File: config.mk
export PLATFORM = sky130hd
export DESIGN_NAME = led_display_pwm_gen
export DESIGN_NICKNAME = d
export VERILOG_FILES = /design/src/rtl/led_display_pkg.sv /design/src/rtl/led_display_pwm_channel.sv /design/src/rtl/led_display_pwm_gen.sv
export SDC_FILE = /design/constraint.sdc
export NUM_CORES = 1
export LEC_CHECK = 0
export BUFFER_PORTS_ARGS = -buffer_cell sky130_fd_sc_hd__buf_2
export CAP_MARGIN = 20
export CORE_MARGIN = 2
export CORE_UTILIZATION = 60
export DETAILED_ROUTE_END_ITERATION = 8
export PLACE_DENSITY = 0.83
export SLEW_MARGIN = 0
export SYNTH_ARGS = -nofsm -noshare
export SYNTH_HDL_FRONTEND = slang
export SYNTH_SLANG_ARGS = --single-unit
export TNS_END_PERCENT = 1
File: constraint.sdc
create_clock -name clk_in -period 2.78 [get_ports clk_in]
set_input_delay 0.139 -clock clk_in [delete_from_list [all_inputs] [get_ports clk_in]]
set_output_delay 0.139 -clock clk_in [all_outputs]
set_load 0.05 [all_outputs]
File: src/rtl/led_display_pkg.sv
// ============================================================================
// Module   : led_display_pkg
// Brief    : Shared constants and helpers for the LED display PWM path.
// Revision : 1.0 - initial release
// ============================================================================
`default_nettype none

package led_display_pkg;

  localparam int DUTY_WIDTH = 8;
  localparam int DUTY_MAX   = 255;

  // PWM period in system clock cycles.
  function automatic int pwm_period(input int sys_clk_freq, input int pwm_freq);
    return sys_clk_freq / pwm_freq;
  endfunction

endpackage

`default_nettype wire

File: src/rtl/led_display_pwm_channel.sv
// ============================================================================
// Module   : led_display_pwm_channel
// Brief    : One colour channel: duty-to-threshold scaling, period-aligned
//            threshold reload and registered compare output.
// Revision : 1.0 - initial release
// ============================================================================
`default_nettype none

module led_display_pwm_channel
  import led_display_pkg::*;
#(
  parameter int PERIOD = 1000,
  parameter int CNT_W  = $clog2(PERIOD),
  parameter int THR_W  = $clog2(PERIOD + 1)
) (
  input  logic                  clk,
  input  logic                  rst,
  input  logic                  i_enable,
  input  logic                  i_load,
  input  logic [CNT_W-1:0]      i_cnt,
  input  logic [DUTY_WIDTH-1:0] i_duty,
  output logic                  o_pwm
);

  localparam int c_prod_w = DUTY_WIDTH + THR_W;

  logic [c_prod_w-1:0] w_prod;
  logic [THR_W-1:0]    w_thr;
  logic [THR_W-1:0]    r_thr;
  logic                r_pwm;

  // Floor scaling so that full-scale duty maps exactly onto PERIOD.
  assign w_prod = c_prod_w'(i_duty) * c_prod_w'(PERIOD);
  assign w_thr  = THR_W'(w_prod / c_prod_w'(DUTY_MAX));

  always_ff @(posedge clk or posedge rst) begin
    if (rst) begin
      r_thr <= '0;
      r_pwm <= 1'b0;
    end else begin
      // Idle: follow the duty input so the first enabled period uses it.
      if (!i_enable || i_load) begin
        r_thr <= w_thr;
      end
      r_pwm <= i_enable && (THR_W'(i_cnt) < r_thr);
    end
  end

  assign o_pwm = r_pwm;

endmodule

`default_nettype wire

File: src/rtl/led_display_pwm_gen.sv
// ============================================================================
// Module   : led_display_pwm_gen
// Brief    : Three-channel (R/G/B) brightness PWM generator with a shared
//            free-running period counter and period-start strobe.
// Revision : 1.0 - initial release
// ============================================================================
`default_nettype none

module led_display_pwm_gen
  import led_display_pkg::*;
#(
  parameter int SYS_CLK_FREQ = 100_000_000,
  parameter int PWM_FREQ     = 100_000
) (
  input  logic                  clk_in,
  input  logic                  reset_in,
  input  logic                  enable_in,
  input  logic [DUTY_WIDTH-1:0] duty_r_in,
  input  logic [DUTY_WIDTH-1:0] duty_g_in,
  input  logic [DUTY_WIDTH-1:0] duty_b_in,
  output logic                  pwm_r_out,
  output logic                  pwm_g_out,
  output logic                  pwm_b_out,
  output logic                  period_strobe_out
);

  localparam int c_period = pwm_period(SYS_CLK_FREQ, PWM_FREQ);
  localparam int c_cnt_w  = $clog2(c_period);
  localparam int c_thr_w  = $clog2(c_period + 1);

  logic [c_cnt_w-1:0]    r_cnt;
  logic                  r_strobe;
  logic                  w_wrap;
  logic [DUTY_WIDTH-1:0] w_duty [3];
  logic [2:0]            w_pwm;

  assign w_wrap = (r_cnt == c_cnt_w'(c_period - 1));

  always_ff @(posedge clk_in or posedge reset_in) begin
    if (reset_in) begin
      r_cnt    <= '0;
      r_strobe <= 1'b0;
    end else if (!enable_in) begin
      r_cnt    <= '0;
      r_strobe <= 1'b0;
    end else begin
      r_strobe <= (r_cnt == '0);
      r_cnt    <= w_wrap ? '0 : r_cnt + c_cnt_w'(1);
    end
  end

  assign w_duty[0] = duty_r_in;
  assign w_duty[1] = duty_g_in;
  assign w_duty[2] = duty_b_in;

  for (genvar i = 0; i < 3; i++) begin : g_chan
    led_display_pwm_channel #(
      .PERIOD (c_period),
      .CNT_W  (c_cnt_w),
      .THR_W  (c_thr_w)
    ) u_chan (
      .clk      (clk_in),
      .rst      (reset_in),
      .i_enable (enable_in),
      .i_load   (w_wrap),
      .i_cnt    (r_cnt),
      .i_duty   (w_duty[i]),
      .o_pwm    (w_pwm[i])
    );
  end

  assign pwm_r_out         = w_pwm[0];
  assign pwm_g_out         = w_pwm[1];
  assign pwm_b_out         = w_pwm[2];
  assign period_strobe_out = r_strobe;

endmodule

`default_nettype wire

==> results of run 1 <==
## synth_stat cells, types with 28 or more instances
cell	count	share of area, %
a21oi_1	104	3.8
a31oi_1	28	1.3
dfrtp_1	44	8.1
fa_1	63	9.3
ha_1	155	14
inv_1	154	4.3
nand2_1	110	3.0
nand3_1	68	2.5
nor2_1	134	3.7
nor3_1	43	1.6
o211ai_1	36	2.0
o21a_1	28	1.5
o21ai_0	67	2.5
xnor2_1	51	3.3
xor2_1	31	2.0
## metal layers
metal / track usage, % / GRT overflow
met1: 78.0 / 8
met2: 96.6 / 112
met3: 70.1 / 9
met4: 83.6 / 75
met5: 43.9 / 0
## cells by family after synthesis
kind of cell	share of synthesized area, %
xor gates and xnor gates	5.82
muxes	1.76
AOI/OAI and AO/OA	30.2
buffers and inverters	6.00
adders and majority gates	23.7
and+or+nand+nor	24.5
DFF	8.10
## repair_timing
action	in CTS
endpoints found under the setup margin	30
pin swaps	96
resized for setup	157
setup buffers	46
## stage by stage
stage	cells	hold slack, ns
CTS	2665	0.103
detailed placement	2611	0.401
global placement	2611	0.384
floorplan	1722	0.268
==> out/summary.txt, run 1 <==
Outcome: did not finish
Failed at: 5_1_grt
Run Error: [ERROR GRT-0116] Global routing finished with congestion. Check the congestion regions in the DRC Viewer.
First-pass GRT wire length: 149000 µm
All-Layer GR Usage: 81.3%
Dpl hpwl: 41600 µm
Die Span X: 155 µm
Top_reg_cell synth: dfrtp_1
Initial Util: 60.6%
Hold-fix buffers, CTS: 0
Vias in the first global route: 24341
Port bufs: 30
Root Driver: clkbuf_16
CTS sink cnt: 44
Synth unique cells: 128
Die Y: 155 µm
Ys async rst share: 100%
YS warnings: 0
Post-place setup slack: -8.03 ns
Num ports: 31
Syn_nets: 1967
DP Area: 18700 µm²
Largest net degree at the start of global routing: 48
TritonCTS Buffers: 5
Syn_area_per_cell: 7.90 µm²
Syn Inst Count: 1722
Maximum root-to-sink buffer count: 2
Htree depth: 2
Row count: 55
#FFs+latches synth: 44
EDFF count, synth: 0
Sequential share of the synthesized area: 8.10%
Final GP Congestion: 1.00
Synthesized cell area: 13600 µm²
GRT overflow: 204
==> run 2: changes to the inputs <==
- CORE_UTILIZATION: 60 -> 40
- PLACE_DENSITY: 0.83 -> not set
- PLACE_DENSITY_LB_ADDON: not set -> 0.15
==> out/summary.txt, run 2 <==
Worst setup path class: in2reg
Worst Path Buf+Inv: 7
TritonCTS clock tree: built
Die Span X: 188 µm (+22%)
Dpl hpwl: 34300 µm (-18%)
Max reg flops: 30
Final Util: 61.4%
Top reg by flops: g_chan.u_chan.r_thr
Max stage delay on crit path: 0.55 ns
Commonest non-fill, non-tap cell in the layout: buf_4
Largest net degree at the start of global routing: 45
All-Layer GR Usage: 22.5%
Core ar.: 33500 µm²
Post-route setup slack: -7.07 ns
Syn Inst Count: 1722 (unchanged)
Syn_nets: 1967 (unchanged)
Num ports: 31 (unchanged)
Grt peak-use layer: met2
RSZ-0062 raised after global routing: yes
DP Area: 19100 µm² (+2.3%)
Slew margin rel.: 39.0%
Actual slew at the worst max-slew pin: 0.913 ns
Worst skew pair latency: 0.29 ns
Post-route DRC: 0
Filler cells: 2976
Worst Setup SP: duty_g_in[1]
Commonest cells in the synthesized netlist: ha_1, inv_1, nor2_1, nand2_1, a21oi_1
Outcome: finished, violations left
Port bufs: 30 (unchanged)
Cell with the most instances after synthesis: ha_1
Delay-heaviest family, CP: compound AO/OA/AOI/OAI gates
Die area: 35500 µm²
Row count: 67 (+22%)
Post-route cell area: 20600 µm²
CTS sink cnt: 44 (unchanged)
Layout cells sized above 1: 41.0%
Max-cap check violation count: 0
Nature of the critical path endpoint: flip-flop
Failing checks: setup timing
Sequential share of the synthesized area: 8.10% (unchanged)
Worst r2r src: r_cnt[1]$_DFF_PP0_
Vias in the first global route: 15286
Nets: 2656
Top-area cell type share of the netlist area: 14.3% (unchanged)
Synth unique cells: 128 (unchanged)
Area contributors post-synth: ha_1, fa_1, dfrtp_1
Vias/cell: 5.46
Maximum fanout along the worst path: 7
Critical path startpoint category: input pin
Fmax: 101 MHz
TritonCTS Buffers: 5 (unchanged)
Antenna viol nets, final: 0
Initial Util: 40.5% (-20 points)
Final Hold Viols: 0
Top_reg_cell synth: dfrtp_1
Worst Path Arrival: 10.02 ns
Skew final: 0.00499 ns
Most frequent cells in the layout: buf_4, ha_1, inv_1
CP Data Required Time: 2.95 ns
Worst hold path class: in2async
Syn_area_per_cell: 7.90 µm² (unchanged)
Die Y: 188 µm (+22%)
Final min period: 9.85 ns
# setup viols final: 30
Routing usage on met2: 40.4%
Routed len/inst: 14.6 µm
Layout area overhead: 51.3%
Fin crit share: 354%
Maximum root-to-sink buffer count: 2 (unchanged)
First-pass GRT wire length: 69400 µm
YS warnings: 0 (unchanged)
Drt first-iter violations: 812
GR Util met1: 30.2%
Root Driver: clkbuf_16
DR vias: 15620
GRT overflow: 0
Crit path max-delay cell type: fa_1
Htree depth: 2 (unchanged)
Ys async rst share: 100% (unchanged)
Final GP Congestion: 0.919 (-8.4%)
Max-slew violations: 0
Clock slew at reported path FFs: 0.07 ns
GR Layer Usage met3: 0.931%
DRT Wirelength: 41800 µm
Drt pass-1 iters: 5
EDFF count, synth: 0 (unchanged)
#FFs+latches synth: 44 (unchanged)
Initial antenna violation count: 1
Synthesized cell area: 13600 µm² (unchanged)
Leading area contributor after synthesis: ha_1
## run 2: final cells by class
class	count	area [µm²]	area share, %
antenna	1	2.50	0.0122
clock buffer	5	125	0.608
clock inverter	3	46.3	0.225
inverter	154	578	2.81
multi-input combinational	1475	12700	61.6
sequential	44	1100	5.35
tap	448	561	2.72
timing repair buffer	731	5490	26.7
## run 2: path summary, 6_finish.rpt
| kind | end | slack, ns | cells after the start |
|---|---|---|---|
| hold / removal | g_chan[2].u_chan.r_thr[4]$_DFFE_PP0P_ | 0.06 | 2 |
| max in group asynchronous | g_chan[0].u_chan.o_pwm$_DFF_PP0_ | 2.15 | 2 |
| min in group clk_in | r_cnt[2]$_DFF_PP0_ | 0.19 | 2 |
| setup reg to reg | g_chan[2].u_chan.o_pwm$_DFF_PP0_ | 0.36 | 13 |
| setup / recovery | g_chan[1].u_chan.r_thr[0]$_DFFE_PP0P_ | -7.07 | 42 |
| hold reg to reg | r_cnt[0]$_DFF_PP0_ | 0.51 | 1 |
## run 2: metal layers
layer  up-vias  share of wire, %  wire, µm
met4         0               1.8       752
met3        60               2.1       877
li1       7822                 -         -
met5         -                 0         0
met2       241                49     20500
met1      7497                47     19600
## run 2: cell families after synthesis
kind of cell	count (synthesis)	synth area share, %
and+or+nand+nor	607	24.5
AOI/OAI and AO/OA	540	30.2
adders and majority gates	220	23.7
buffers and inverters	203	6.00
xor gates and xnor gates	85	5.82
DFF	44	8.10
muxes	23	1.76
## run 2: per-stage QoR
step / setup WS, ns / hold WS (ns) / setup TNS, ns / cells
CTS: -7.13 / 0.106 / -132.66 / 2816
global route: -7.43 / 0.150 / -142.46 / 2861
finish: -7.07 / 0.0607 / -131.79 / 2861
global placement: -7.33 / 0.402 / -140.54 / 2804
floorplan: -7.02 / 0.268 / -131.12 / 1722
detailed placement: -7.60 / 0.405 / -143.40 / 2804
## run 2: timing repair
| item | in CTS | in global routing |
|---|---|---|
| resized for setup | 36 | 147 |
| hold buffers | 0 | 0 |
| endpoints found under the setup margin | 30 | 30 |
| buffers inserted | 4 | 44 |
| gates cloned | 0 | 0 |
| pin swaps | 16 | 89 |
Power of run 2 is not shown: default switching activity piles up to over one toggle a cycle in this logic, so the estimate is an artifact.
==> run 3: changes to the inputs <==
- SKIP_LAST_GASP: not set -> 1
==> out/summary.txt, run 3 (same netlist as run 2, synthesis figures left out) <==
Largest net degree at the start of global routing: 45 (unchanged)
Slew margin rel.: 38.8% (-0.27 points)
R2r setup slk: 0.35 ns (about the same)
Actual slew at the worst max-slew pin: 0.917 ns (+0.00399 ns)
Critical path startpoint category: input pin
Max stage delay on crit path: 0.56 ns (about the same)
Layout cells sized above 1: 39.9% (-1.0 points)
Worst Path Arrival: 10.32 ns (+0.30 ns)
Most frequent cells in the layout: buf_4, ha_1, inv_1
First-pass GRT wire length: 69200 µm (-0.22%)
DR vias: 15682 (+0.40%)
Worst skew pair latency: 0.28 ns (about the same)
Die area: 35500 µm² (unchanged)
Crit-path most repeated cell: buf_4
Fin cells: 2869 (+0.28%)
Inst Count DP: 2804 (unchanged)
Skew final: 0.00433 ns (-0.000659 ns)
Worst r2r src: r_cnt[1]$_DFF_PP0_
Max-slew violations: 0 (unchanged)
Critical R2R Capture: g_chan[2].u_chan.o_pwm$_DFF_PP0_
Dpl hpwl: 34300 µm (unchanged)
Worst hold path class: in2async
GR Util met1: 30.0% (-0.20 points)
Max reg flops: 30 (unchanged)
Commonest non-fill, non-tap cell in the layout: buf_4
Routed len/inst: 14.7 µm (+0.76%)
Fmax: 98.5 MHz (-3.0%)
Root Driver: clkbuf_16
Grt peak-use layer: met2
Maximum root-to-sink buffer count: 2 (unchanged)
Area of the multi-input gates: 12500 µm² (-1.4%)
Die Span X: 188 µm (unchanged)
Initial Util: 40.5% (unchanged)
Top reg by flops: g_chan.u_chan.r_thr
Nature of the critical path endpoint: flip-flop
Post-route DRC: 0 (unchanged)
Crit path max-delay cell type: or4_4
# setup viols final: 30 (unchanged)
Vias in the first global route: 15259 (-0.18%)
CP Data Required Time: 2.95 ns (about the same)
DP Area: 19100 µm² (unchanged)
Nets: 2664 (+0.30%)
CTS sink cnt: 44 (unchanged)
Final min period: 10.15 ns (+0.300 ns)
GRT overflow: 0 (unchanged)
Post-route setup slack: -7.37 ns (-0.300 ns)
Final Hold Viols: 0 (unchanged)
Outcome: finished, violations left
Core ar.: 33500 µm² (unchanged)
Sequential Area: 1100 µm² (unchanged)
Num ports: 31 (unchanged)
TritonCTS Buffers: 5 (unchanged)
CP Capture Point: g_chan[1].u_chan.r_thr[0]$_DFFE_PP0P_
Htree depth: 2 (unchanged)
Maximum fanout along the worst path: 4 (-3)
Die Y: 188 µm (unchanged)
Routing usage on met2: 40.5% (+0.085 points)
Antenna viol nets, final: 0 (unchanged)
Final GP Congestion: 0.919 (unchanged)
Vias/cell: 5.47 (+0.12%)
GR Layer Usage met3: 1.08% (+0.15 points)
Reg2reg path depth: 13 (unchanged)
Drt pass-1 iters: 5 (unchanged)
Row count: 67 (unchanged)
TritonCTS clock tree: built
RSZ-0062 raised after global routing: yes
Failing checks: setup timing
Post-route cell area: 20500 µm² (-0.45%)
Fin crit share: 365% (+11 points)
DRT Wirelength: 42200 µm (+1.0%)
All-Layer GR Usage: 22.5% (-0.045 points)
Worst setup path class: in2reg
Max-cap check violation count: 0 (unchanged)
Final Util: 61.1% (-0.28 points)
Layout area overhead: 50.7%
Drt first-iter violations: 823 (+1.4%)
Port bufs: 30 (unchanged)
Filler cells: 2975 (-0.034%)
Initial antenna violation count: 1 (unchanged)
Clock slew at reported path FFs: 0.07 ns (about the same)
Worst Setup SP: duty_g_in[1]
-- run 3: worst max-delay path, delay by kind of cell --
kind,cells,cell delay [ns]
compound gates,12,2.69
xor+xnor,1,0.16
fa+ha+maj,7,2.58
buf+inv,12,1.42
simple gates,15,3.32
-- run 3: final cells by class --
| type | count | area share (%) |
|---|---|---|
| inverters | 154 | 2.82 |
| multi-input cells | 1475 | 61.0 |
| repair buffers | 739 | 27.2 |
| clock inverters | 3 | 0.226 |
| flip-flops and latches | 44 | 5.37 |
| well taps | 448 | 2.74 |
| clock buffers | 5 | 0.611 |
| diodes | 1 | 0.0122 |
-- run 3: per-layer routing --
layer / share of wire [%] / vias to the layer above
li1: - / 7829
met1: 47 / 7529
met2: 49 / 262
met3: 2.4 / 62
met4: 1.9 / 0
met5: 0 / -
-- run 3: repair_timing --
| action | 4_1_cts | 5_1_grt |
|---|---|---|
| buffers inserted | 4 | 54 |
| endpoints found under the setup margin | 30 | 30 |
| gates resized for setup | 12 | 132 |
| hold buffers | 0 | 0 |
| pin swaps | 10 | 89 |
-- run 3: per-stage QoR --
step           hold slack [ns]  TNS (ns)  worst slack, ns
2_1_floorplan            0.268   -131.12            -7.02
3_5_place_dp             0.405   -143.40            -7.60
3_3_place_gp             0.402   -140.54            -7.33
6_report                0.0628   -135.19            -7.37
5_1_grt                  0.150   -146.43            -7.72
4_1_cts                  0.106   -134.93            -7.21
-- run 3: how the worst min path moves through the flow --
stage	startpoint	depth (start not counted)	slack, ns	endpoint
after floorplan	enable_in	1	0.27	r_cnt[2]$_DFF_PP0_
after global placement	reset_in	2	0.40	g_chan[2].u_chan.r_thr[4]$_DFFE_PP0P_
after detailed placement	reset_in	2	0.40	g_chan[2].u_chan.r_thr[3]$_DFFE_PP0P_
after CTS	reset_in	2	0.11	g_chan[2].u_chan.r_thr[3]$_DFFE_PP0P_
after global routing	reset_in	2	0.15	g_chan[2].u_chan.r_thr[3]$_DFFE_PP0P_
final	reset_in	2	0.06	g_chan[2].u_chan.r_thr[4]$_DFFE_PP0P_
Power of run 3 is left out for the same reason.
==> run 4: changes to the inputs <==
- MAX_ROUTING_LAYER: not set -> met4
==> out/summary.txt, run 4 (same netlist as run 2, synthesis figures left out) <==
Drt first-iter violations: 744 (-9.6%)
Nature of the critical path endpoint: flip-flop
Max reg flops: 30 (unchanged)
All-Layer GR Usage: 23.9% (+1.4 points)
Drt pass-1 iters: 7 (+2)
First-pass GRT wire length: 71700 µm (+3.5%)
Worst setup path class: in2reg
CP Data Required Time: 2.95 ns (about the same)
Vias/cell: 5.40 (-1.1%)
Final Hold Viols: 0 (unchanged)
Hold-fix buffers, CTS: 0 (unchanged)
Worst skew pair latency: 0.28 ns (about the same)
Core ar.: 33500 µm² (unchanged)
Root Driver: clkbuf_16
Die Y: 188 µm (unchanged)
Fmax: 103 MHz (+4.2%)
DR vias: 15491 (-1.2%)
Die area: 35500 µm² (unchanged)
Maximum root-to-sink buffer count: 2 (unchanged)
DRT Wirelength: 41300 µm (-2.1%)
Initial Util: 40.5% (unchanged)
Vias in the first global route: 15530 (+1.8%)
Most frequent cells in the layout: buf_4, ha_1, inv_1
Die Span X: 188 µm (unchanged)
Maximum fanout along the worst path: 5 (+1)
Fin crit share: 350% (-15 points)
Worst Path Arrival: 9.91 ns (-0.41 ns)
Clock slew at reported path FFs: 0.06 ns (about the same)
# setup viols final: 30 (unchanged)
Top reg by flops: g_chan.u_chan.r_thr
Post-route DRC: 0 (unchanged)
Commonest non-fill, non-tap cell in the layout: buf_4
Max-cap check violation count: 0 (unchanged)
Ant diodes: 0 (-1)
Antenna viol nets, final: 0 (unchanged)
Critical path startpoint category: input pin
Final GP Congestion: 0.945 (+2.9%)
Slew margin rel.: 39.6% (+0.80 points)
Reg2reg path depth: 13 (unchanged)
GRT overflow: 0 (unchanged)
Htree depth: 2 (unchanged)
Num ports: 31 (unchanged)
Nets: 2664 (unchanged)
Row count: 67 (unchanged)
Outcome: finished, violations left
Crit path max-delay cell type: fa_1
Actual slew at the worst max-slew pin: 0.905 ns (-0.0121 ns)
Dpl hpwl: 34600 µm (+0.95%)
Port bufs: 30 (unchanged)
Final min period: 9.74 ns (-0.414 ns)
Max stage delay on crit path: 0.57 ns (about the same)
TritonCTS Buffers: 5 (unchanged)
Layout cells sized above 1: 40.0% (+0.058 points)
Routed len/inst: 14.4 µm (-2.1%)
Max-slew violations: 0 (unchanged)
Layout area overhead: 50.4%
Post-place setup slack: -7.63 ns (-0.0297 ns)
Skew final: 0.00480 ns (+0.000462 ns)
Largest net degree at the start of global routing: 45 (unchanged)
Post-route setup slack: -6.96 ns (+0.414 ns)
RSZ-0062 raised after global routing: yes
Initial antenna violation count: 0 (-1)
CTS sink cnt: 44 (unchanged)
Crit-path most repeated cell: buf_6
TritonCTS clock tree: built
Worst hold path class: in2async
Failing checks: setup timing
Filler cells: 2953 (-0.74%)
run 4: per-stage QoR:
step	setup TNS [ns]	area [µm²]	hold slack [ns]	cells	utilization (%)
floorplan	-131.12	13800	0.268	1722	-
global placement	-141.38	19100	0.398	2802	57.1
detailed placement	-144.10	19100	0.398	2802	57.1
CTS	-133.00	20000	0.100	2851	59.8
global route	-143.68	20500	0.152	2867	61.0
finish	-132.24	20500	0.0631	2867	61.0
run 4: path summary, 6_finish.rpt:
kind	from	to	slack, ns
max	duty_g_in[2]	g_chan[1].u_chan.r_thr[0]$_DFFE_PP0P_	-6.96
max reg2reg	r_cnt[1]$_DFF_PP0_	g_chan[0].u_chan.o_pwm$_DFF_PP0_	0.39
min in group clk_in	enable_in	r_cnt[2]$_DFF_PP0_	0.19
max in group asynchronous	reset_in	g_chan[1].u_chan.r_thr[4]$_DFFE_PP0P_	2.15
min reg2reg	g_chan[0].u_chan.r_thr[0]$_DFFE_PP0P_	g_chan[0].u_chan.r_thr[0]$_DFFE_PP0P_	0.50
min	reset_in	g_chan[2].u_chan.r_thr[0]$_DFFE_PP0P_	0.06
run 4: timing repair:
action | CTS | global route
endpoints found under the setup margin | 30 | 30
gates resized for setup | 86 | 53
setup buffers | 42 | 16
pin swaps | 72 | 49
run 4: layer usage:
layer	vias up	part of all wire, %	global-route usage (%)	routed length [µm]
met2	227	50	42.1	20500
met1	7387	47	31.1	19400
li1	7838	-	-	-
met3	39	2.2	1.10	902
met5	-	0	-	0
met4	0	1.1	3.64	446
run 4: critical path: cells and delay by family:
| kind | cells | cell delay (ns) |
|---|---|---|
| compound gates | 13 | 2.89 |
| xor+xnor | 2 | 0.35 |
| fa+ha+maj | 8 | 2.97 |
| buf+inv | 10 | 1.13 |
| simple gates | 11 | 2.41 |
run 4: layout make-up:
type	instances	area [µm²]	share of cell area, %
clock buffers	5	125	0.612
flip-flops and latches	44	1100	5.38
inverters	154	578	2.83
multi-input cells	1475	12500	61.1
repair buffers	739	5540	27.1
clock inverters	2	60.1	0.294
well taps	448	561	2.74
Power of run 4 is left out for the same reason.
